`src/rtl/fifo_pkg.sv`:
```
// Shared types, constants and the credit helper for the FIFO packet drain.
package fifo_pkg;

    typedef enum logic [1:0] {
        IDLE   = 2'd0,
        RUN    = 2'd1,
        FINISH = 2'd2
    } drain_state_t;

    localparam int SKID_DEPTH = 2;

    // A new pop is safe if the skid still has room once the departing beat
    // and the word already in flight from the FIFO are accounted for.
    function automatic logic has_credit(
        input logic [1:0] occ,
        input logic       inflight,
        input logic       leaving
    );
        logic [2:0] net;
        net = {1'b0, occ} + {2'b00, inflight} - {2'b00, leaving};
        return (net < 3'(SKID_DEPTH));
    endfunction

endpackage

```
`src/rtl/stream_skid_buf.sv`:
```
// Two-entry in-order holding buffer; entry 0 is always the oldest word.
module stream_skid_buf
    import fifo_pkg::*;
#(
    parameter int WIDTH = 8
) (
    input  logic             clk,
    input  logic             rst,
    input  logic             push_i,
    input  logic [WIDTH-1:0] data_i,
    input  logic             pop_i,
    output logic [WIDTH-1:0] data_o,
    output logic [1:0]       occ_o
);

    logic [WIDTH-1:0] ent0_q;
    logic [WIDTH-1:0] ent1_q;
    logic [1:0]       occ_q;

    // Storage update: shift on pop, fill the first free slot on push.
    always_ff @(posedge clk) begin
        if (rst) begin
            ent0_q <= '0;
            ent1_q <= '0;
            occ_q  <= 2'd0;
        end else begin
            case ({push_i, pop_i})
                2'b10: begin
                    if (occ_q == 2'd0) begin
                        ent0_q <= data_i;
                    end else begin
                        ent1_q <= data_i;
                    end
                    occ_q <= occ_q + 2'd1;
                end
                2'b01: begin
                    ent0_q <= ent1_q;
                    occ_q  <= occ_q - 2'd1;
                end
                2'b11: begin
                    if (occ_q == 2'd1) begin
                        ent0_q <= data_i;
                    end else begin
                        ent0_q <= ent1_q;
                        ent1_q <= data_i;
                    end
                end
                default: begin
                    occ_q <= occ_q;
                end
            endcase
        end
    end

    assign data_o = ent0_q;
    assign occ_o  = occ_q;

endmodule

```
`src/rtl/fifo_pkt_drain.sv`:
```
// Pops a synchronous FIFO, hides its read latency and emits fixed-length
// valid/ready packets with a last-beat marker and a completed-packet count.
module fifo_pkt_drain
    import fifo_pkg::*;
#(
    parameter int WIDTH   = 8,
    parameter int PKT_LEN = 4,
    parameter int CNT_W   = 16
) (
    input  logic             clk,
    input  logic             rst,
    input  logic             en,
    input  logic             fifo_empty,
    output logic             fifo_rd_en,
    input  logic [WIDTH-1:0] fifo_dout,
    output logic             m_valid,
    input  logic             m_ready,
    output logic [WIDTH-1:0] m_data,
    output logic             m_last,
    output logic             busy,
    output logic [CNT_W-1:0] pkt_count
);

    localparam int            BW        = (PKT_LEN > 1) ? $clog2(PKT_LEN) : 1;
    localparam logic [BW-1:0] LAST_BEAT = BW'(PKT_LEN - 1);

    drain_state_t     state_q;
    logic             inflight_q;
    logic [BW-1:0]    fetch_cnt_q;
    logic [BW-1:0]    beat_cnt_q;
    logic [CNT_W-1:0] pkt_count_q;
    logic [1:0]       occ_s;
    logic             allow_s;
    logic             pop_s;
    logic             xfer_s;

    stream_skid_buf #(.WIDTH(WIDTH)) u_skid (
        .clk    (clk),
        .rst    (rst),
        .push_i (inflight_q),
        .data_i (fifo_dout),
        .pop_i  (xfer_s),
        .data_o (m_data),
        .occ_o  (occ_s)
    );

    assign m_valid = (occ_s != 2'd0);
    assign m_last  = m_valid && (beat_cnt_q == LAST_BEAT);
    assign xfer_s  = m_valid && m_ready;
    assign pop_s   = fifo_rd_en && !fifo_empty;

    // Pop permission per state plus the skid credit check.
    always_comb begin
        allow_s = 1'b0;
        case (state_q)
            IDLE:    allow_s = 1'b0;
            RUN:     allow_s = 1'b1;
            FINISH:  allow_s = (fetch_cnt_q != '0);
            default: allow_s = 1'b0;
        endcase
        if (allow_s && !fifo_empty) begin
            fifo_rd_en = has_credit(occ_s, inflight_q, xfer_s);
        end else begin
            fifo_rd_en = 1'b0;
        end
    end

    // Control FSM together with the pop, beat and packet counters.
    always_ff @(posedge clk) begin
        if (rst) begin
            state_q     <= IDLE;
            inflight_q  <= 1'b0;
            fetch_cnt_q <= '0;
            beat_cnt_q  <= '0;
            pkt_count_q <= '0;
        end else begin
            inflight_q <= pop_s;
            if (pop_s) begin
                fetch_cnt_q <= (fetch_cnt_q == LAST_BEAT) ? '0 : fetch_cnt_q + BW'(1);
            end
            if (xfer_s) begin
                beat_cnt_q <= (beat_cnt_q == LAST_BEAT) ? '0 : beat_cnt_q + BW'(1);
                if (m_last) begin
                    pkt_count_q <= pkt_count_q + CNT_W'(1);
                end
            end
            case (state_q)
                IDLE: begin
                    if (en) state_q <= RUN;
                end
                RUN: begin
                    if (!en) state_q <= FINISH;
                end
                FINISH: begin
                    if (en) begin
                        state_q <= RUN;
                    end else if ((fetch_cnt_q == '0) && (occ_s == 2'd0) &&
                                 !inflight_q && (beat_cnt_q == '0)) begin
                        state_q <= IDLE;
                    end
                end
                default: state_q <= IDLE;
            endcase
        end
    end

    assign busy      = (state_q != IDLE);
    assign pkt_count = pkt_count_q;

endmodule
```
`config.mk`:
```
export PLATFORM = sky130hd
export DESIGN_NAME = fifo_pkt_drain
export DESIGN_NICKNAME = d
export VERILOG_FILES = /design/src/rtl/fifo_pkg.sv /design/src/rtl/stream_skid_buf.sv /design/src/rtl/fifo_pkt_drain.sv
export SDC_FILE = /design/constraint.sdc
export NUM_CORES = 1
export LEC_CHECK = 0
export CORE_AREA = 4 4 69 71
export CTS_CLUSTER_DIAMETER = 60
export DETAILED_ROUTE_END_ITERATION = 10
export DIE_AREA = 0 0 73 75
export GPL_TIMING_DRIVEN = 0
export PLACE_DENSITY = 0.85
export SYNTH_ARGS = -nofsm -noshare
export SYNTH_HDL_FRONTEND = slang
export SYNTH_SLANG_ARGS = --single-unit
export TNS_END_PERCENT = 30
```
`constraint.sdc`:
```
create_clock -name clk -period 3.1 [get_ports clk]
set_input_delay 0.62 -clock clk [delete_from_list [all_inputs] [get_ports clk]]
set_output_delay 0.62 -clock clk [all_outputs]
set_load 0.03 [all_outputs]
```
==> metrics.cfg <==
[place]
place.port_buffers = 39
dp_slack_ns = -1.048
dp.final_hpwl_mm = 3.201
place.gp.congestion = 0.8026

[clock_network]
clock_latency_ns = 0.30
cts.sinks = 41
cts_hold_buf = 0
h-tree-depth = 2
cts-root-buf = clkbuf_8
clk_pin_slew_ns = 0.08
clockBufferDepth = 2
numCtsBuffers = 5
cts_tree = yes

[worst_setup_path]
arrival_ns = 2.40
cp-start-kind = input pin
path_max_fanout = 5
reg2reg_slack_ns = 0.52
setup.worst_path.class = in2out
endpoint_kind = output port
required_ns = 2.48

[power_and_ir_drop]
netSwitchingPower_mw = 0.5853
p_sw_share_pct = 34.41
peakVddDrop_mv = 0.4336
power_density_mw_per_mm2 = 628.2
p_int_mw = 1.116
clock_power_share_pct = 25.3
power_frac_seq_pct = 36.9
comb_power_share_pct = 37.8
p_leak_nw = 1.040

[global_routing]
grt_usage_pct = 17.70
grt_max_degree = 15
gr-total-overflow = 0
grt_pass1_wl_mm = 7.596
antenna_found_initial = 0
first_global_vias = 1692

[logic_synthesis]
synth_nets = 258
ys_seq_area_share_pct = 40.15
syn_inst = 231
netlist_area_mm2 = 0.002044
synthArstFlopShare_pct = 0
ys_types = 36
ys.flop_type = dfxtp_1
synth_edf_count = 0
avgSynthCellArea_um2 = 8.850
synth-seq-cells = 41
yosys_warnings = 0

[layout]
syn2layout_area_growth_pct = 32.44
fillers = 336
fin_nets = 309
diodes = 0
layout-drive-gt1-share_pct = 11.31

[status]
outcome = completed

[floorplanning]
initial_core_util_pct = 48.29
row_count = 24
die_y_um = 75
core_area_mm2 = 0.004234
dieArea_mm2 = 0.005475
pin_count = 41
die_w_um = 73

[timing]
layout_setup_ws_ns = 0.08255
tightestPinTransition_ns = 0.8496
fin_setup_tns_ns = 0
max_freq_mhz = 331.4
drv_slew = 0
setup_viol_count_final = 0
clock_skew_ns = 0.005939
post-route-min-period_ns = 3.017
relSlewSlack_pct = 43.25
fin_crit_sh_pct = 97.34
finalHoldViolCount = 0

[drt]
via_count = 1796
drt-initial-drc-count = 125
routed_wl_mm = 4.654
routedWlPerCell_um = 13.89
drc = 0
dr.pass1.iters = 4
ant_nets = 0
avgViaCountPerCell = 5.361

[run]
drv_cap = 0

[hold_path]
min_path_type = reg2reg

## cells in the mapped netlist (2+ instances only)
cell type	number	area share [%]
nor2_1	33	6.1
mux2i_1	13	6.4
xor2_1	8	3.4
or4_1	5	1.8
ha_1	13	8.0
a311oi_1	8	3.4
nand2_1	21	3.9
and2_1	2	0.61
nand4_1	2	0.61
clkbuf_1	8	1.5
nor2b_1	2	0.61
o21ai_0	2	0.49
or3_1	2	0.61
a211oi_1	2	0.73
nand2b_1	4	1.2
xnor2_1	3	1.3
and3_1	2	0.61
o31ai_1	6	2.2
nand3_1	16	3.9
inv_1	14	2.6
a21oi_1	10	2.4
dfxtp_1	41	40
## critical path, cell delays in order
cell           delay [ns]
dlygate4sd2_1        0.36
nand2b_4             0.11
xnor2_2              0.12
nand2_1              0.08
fa_1                 0.49
nand2_1              0.05
a2111o_1             0.36
inv_1                0.08
buf_6                0.12
## repair_timing
item                       in CTS  in global routing
pin swaps                       1                  2
buffers inserted                1                  6
setup endpoints to repair       1                  1
resized for setup              19                  4
## cells by family after synthesis
logic type      count (synthesis)  share of synthesized area, %
simple gates                   96                         23.56
flops                          41                         40.15
compound gates                 32                         11.32
buf+inv                        24                         4.957
fa+ha+maj                      14                         8.935
mux                            13                         6.365
xor+xnor                       11                         4.713
## metal layers
layer	track usage [%]	vias to the layer above	share of wire [%]
met1	22.27	828	43
met2	29.69	54	50
met5	0	-	0
met3	4.272	9	5.2
met4	6.148	0	1.9
li1	-	905	-
## metrics by stage
step                cell area (um2)  hold slack [ns]  instances  power [mW]  util (%)
floorplan                      2044           0.4600        231      0.9901         -
global placement               2500           0.4626        322       1.155     59.04
detailed placement             2500           0.4749        322       1.167     59.04
CTS                            2646           0.4859        329       1.636     62.50
global route                   2708           0.5168        335       1.800     63.95
finish                         2708           0.4811        335       1.701     63.95
## final timing paths
kind / to / depth (start not counted) / start
min reg2reg: pkt_count[15] / 2 / pkt_count[15]
max: fifo_rd_en / 9 / m_ready
min: pkt_count[15] / 2 / pkt_count[15]
max reg2reg: fetch_cnt_q[0] / 11 / u_skid.occ_o[1]
## sequential cells by signal, summed over array words and instances, names as in the netlist
name           count
beat_cnt_q         2
fetch_cnt_q        2
inflight_q         1
pkt_count         16
state_q            2
u_skid.data_o      8
u_skid.ent1_q      8
u_skid.occ_o       2
## layout make-up
type	instances	area [um2]	share of cell area [%]
Clock buffer	5	68.82	2.542
Multi-Input combinational cell	166	1160	42.84
Timing Repair Buffer	46	442.9	16.36
Buffer	8	41.29	1.525
Inverter	14	55.05	2.033
Tap cell	52	65.06	2.403
Clock inverter	3	46.29	1.710
Sequential cell	41	828.3	30.59
## power by group through the flow
| stage | Combinational (mW) | Clock [mW] | Sequential (mW) |
|---|---|---|---|
| final | 0.643 | 0.430 | 0.628 |
| after CTS | 0.569 | 0.441 | 0.625 |
| after detailed placement | 0.535 | 0 | 0.632 |
| after global placement | 0.524 | 0 | 0.631 |
| after global routing | 0.704 | 0.461 | 0.635 |
| after floorplan | 0.295 | 0 | 0.695 |
## cells in the final DEF, fill, tap and decap left out, drive strengths merged
master,n
clkinv,1
a211oi,3
ha,13
xnor2,3
xor2,8
buf,10
nor2,33
bufinv,1
nand4,3
mux2i,13
o31ai,6
a21oi,10
o2bb2ai,1
or4,5
nor2b,2
dfxtp,41
o21ai,2
and4bb,1
nand4b,1
clkinvlp,1
or3,3
and2,2
nand2b,4
a311oi,8
nand2,21
and4,1
clkbuf,11
nand3,16
dlygate4sd2,1
inv,14
clkdlybuf4s50,37
fa,1
nor3,1
a2111o,1
o32ai,1
and3,3
Note: power is estimated with default switching activity, not from simulation.
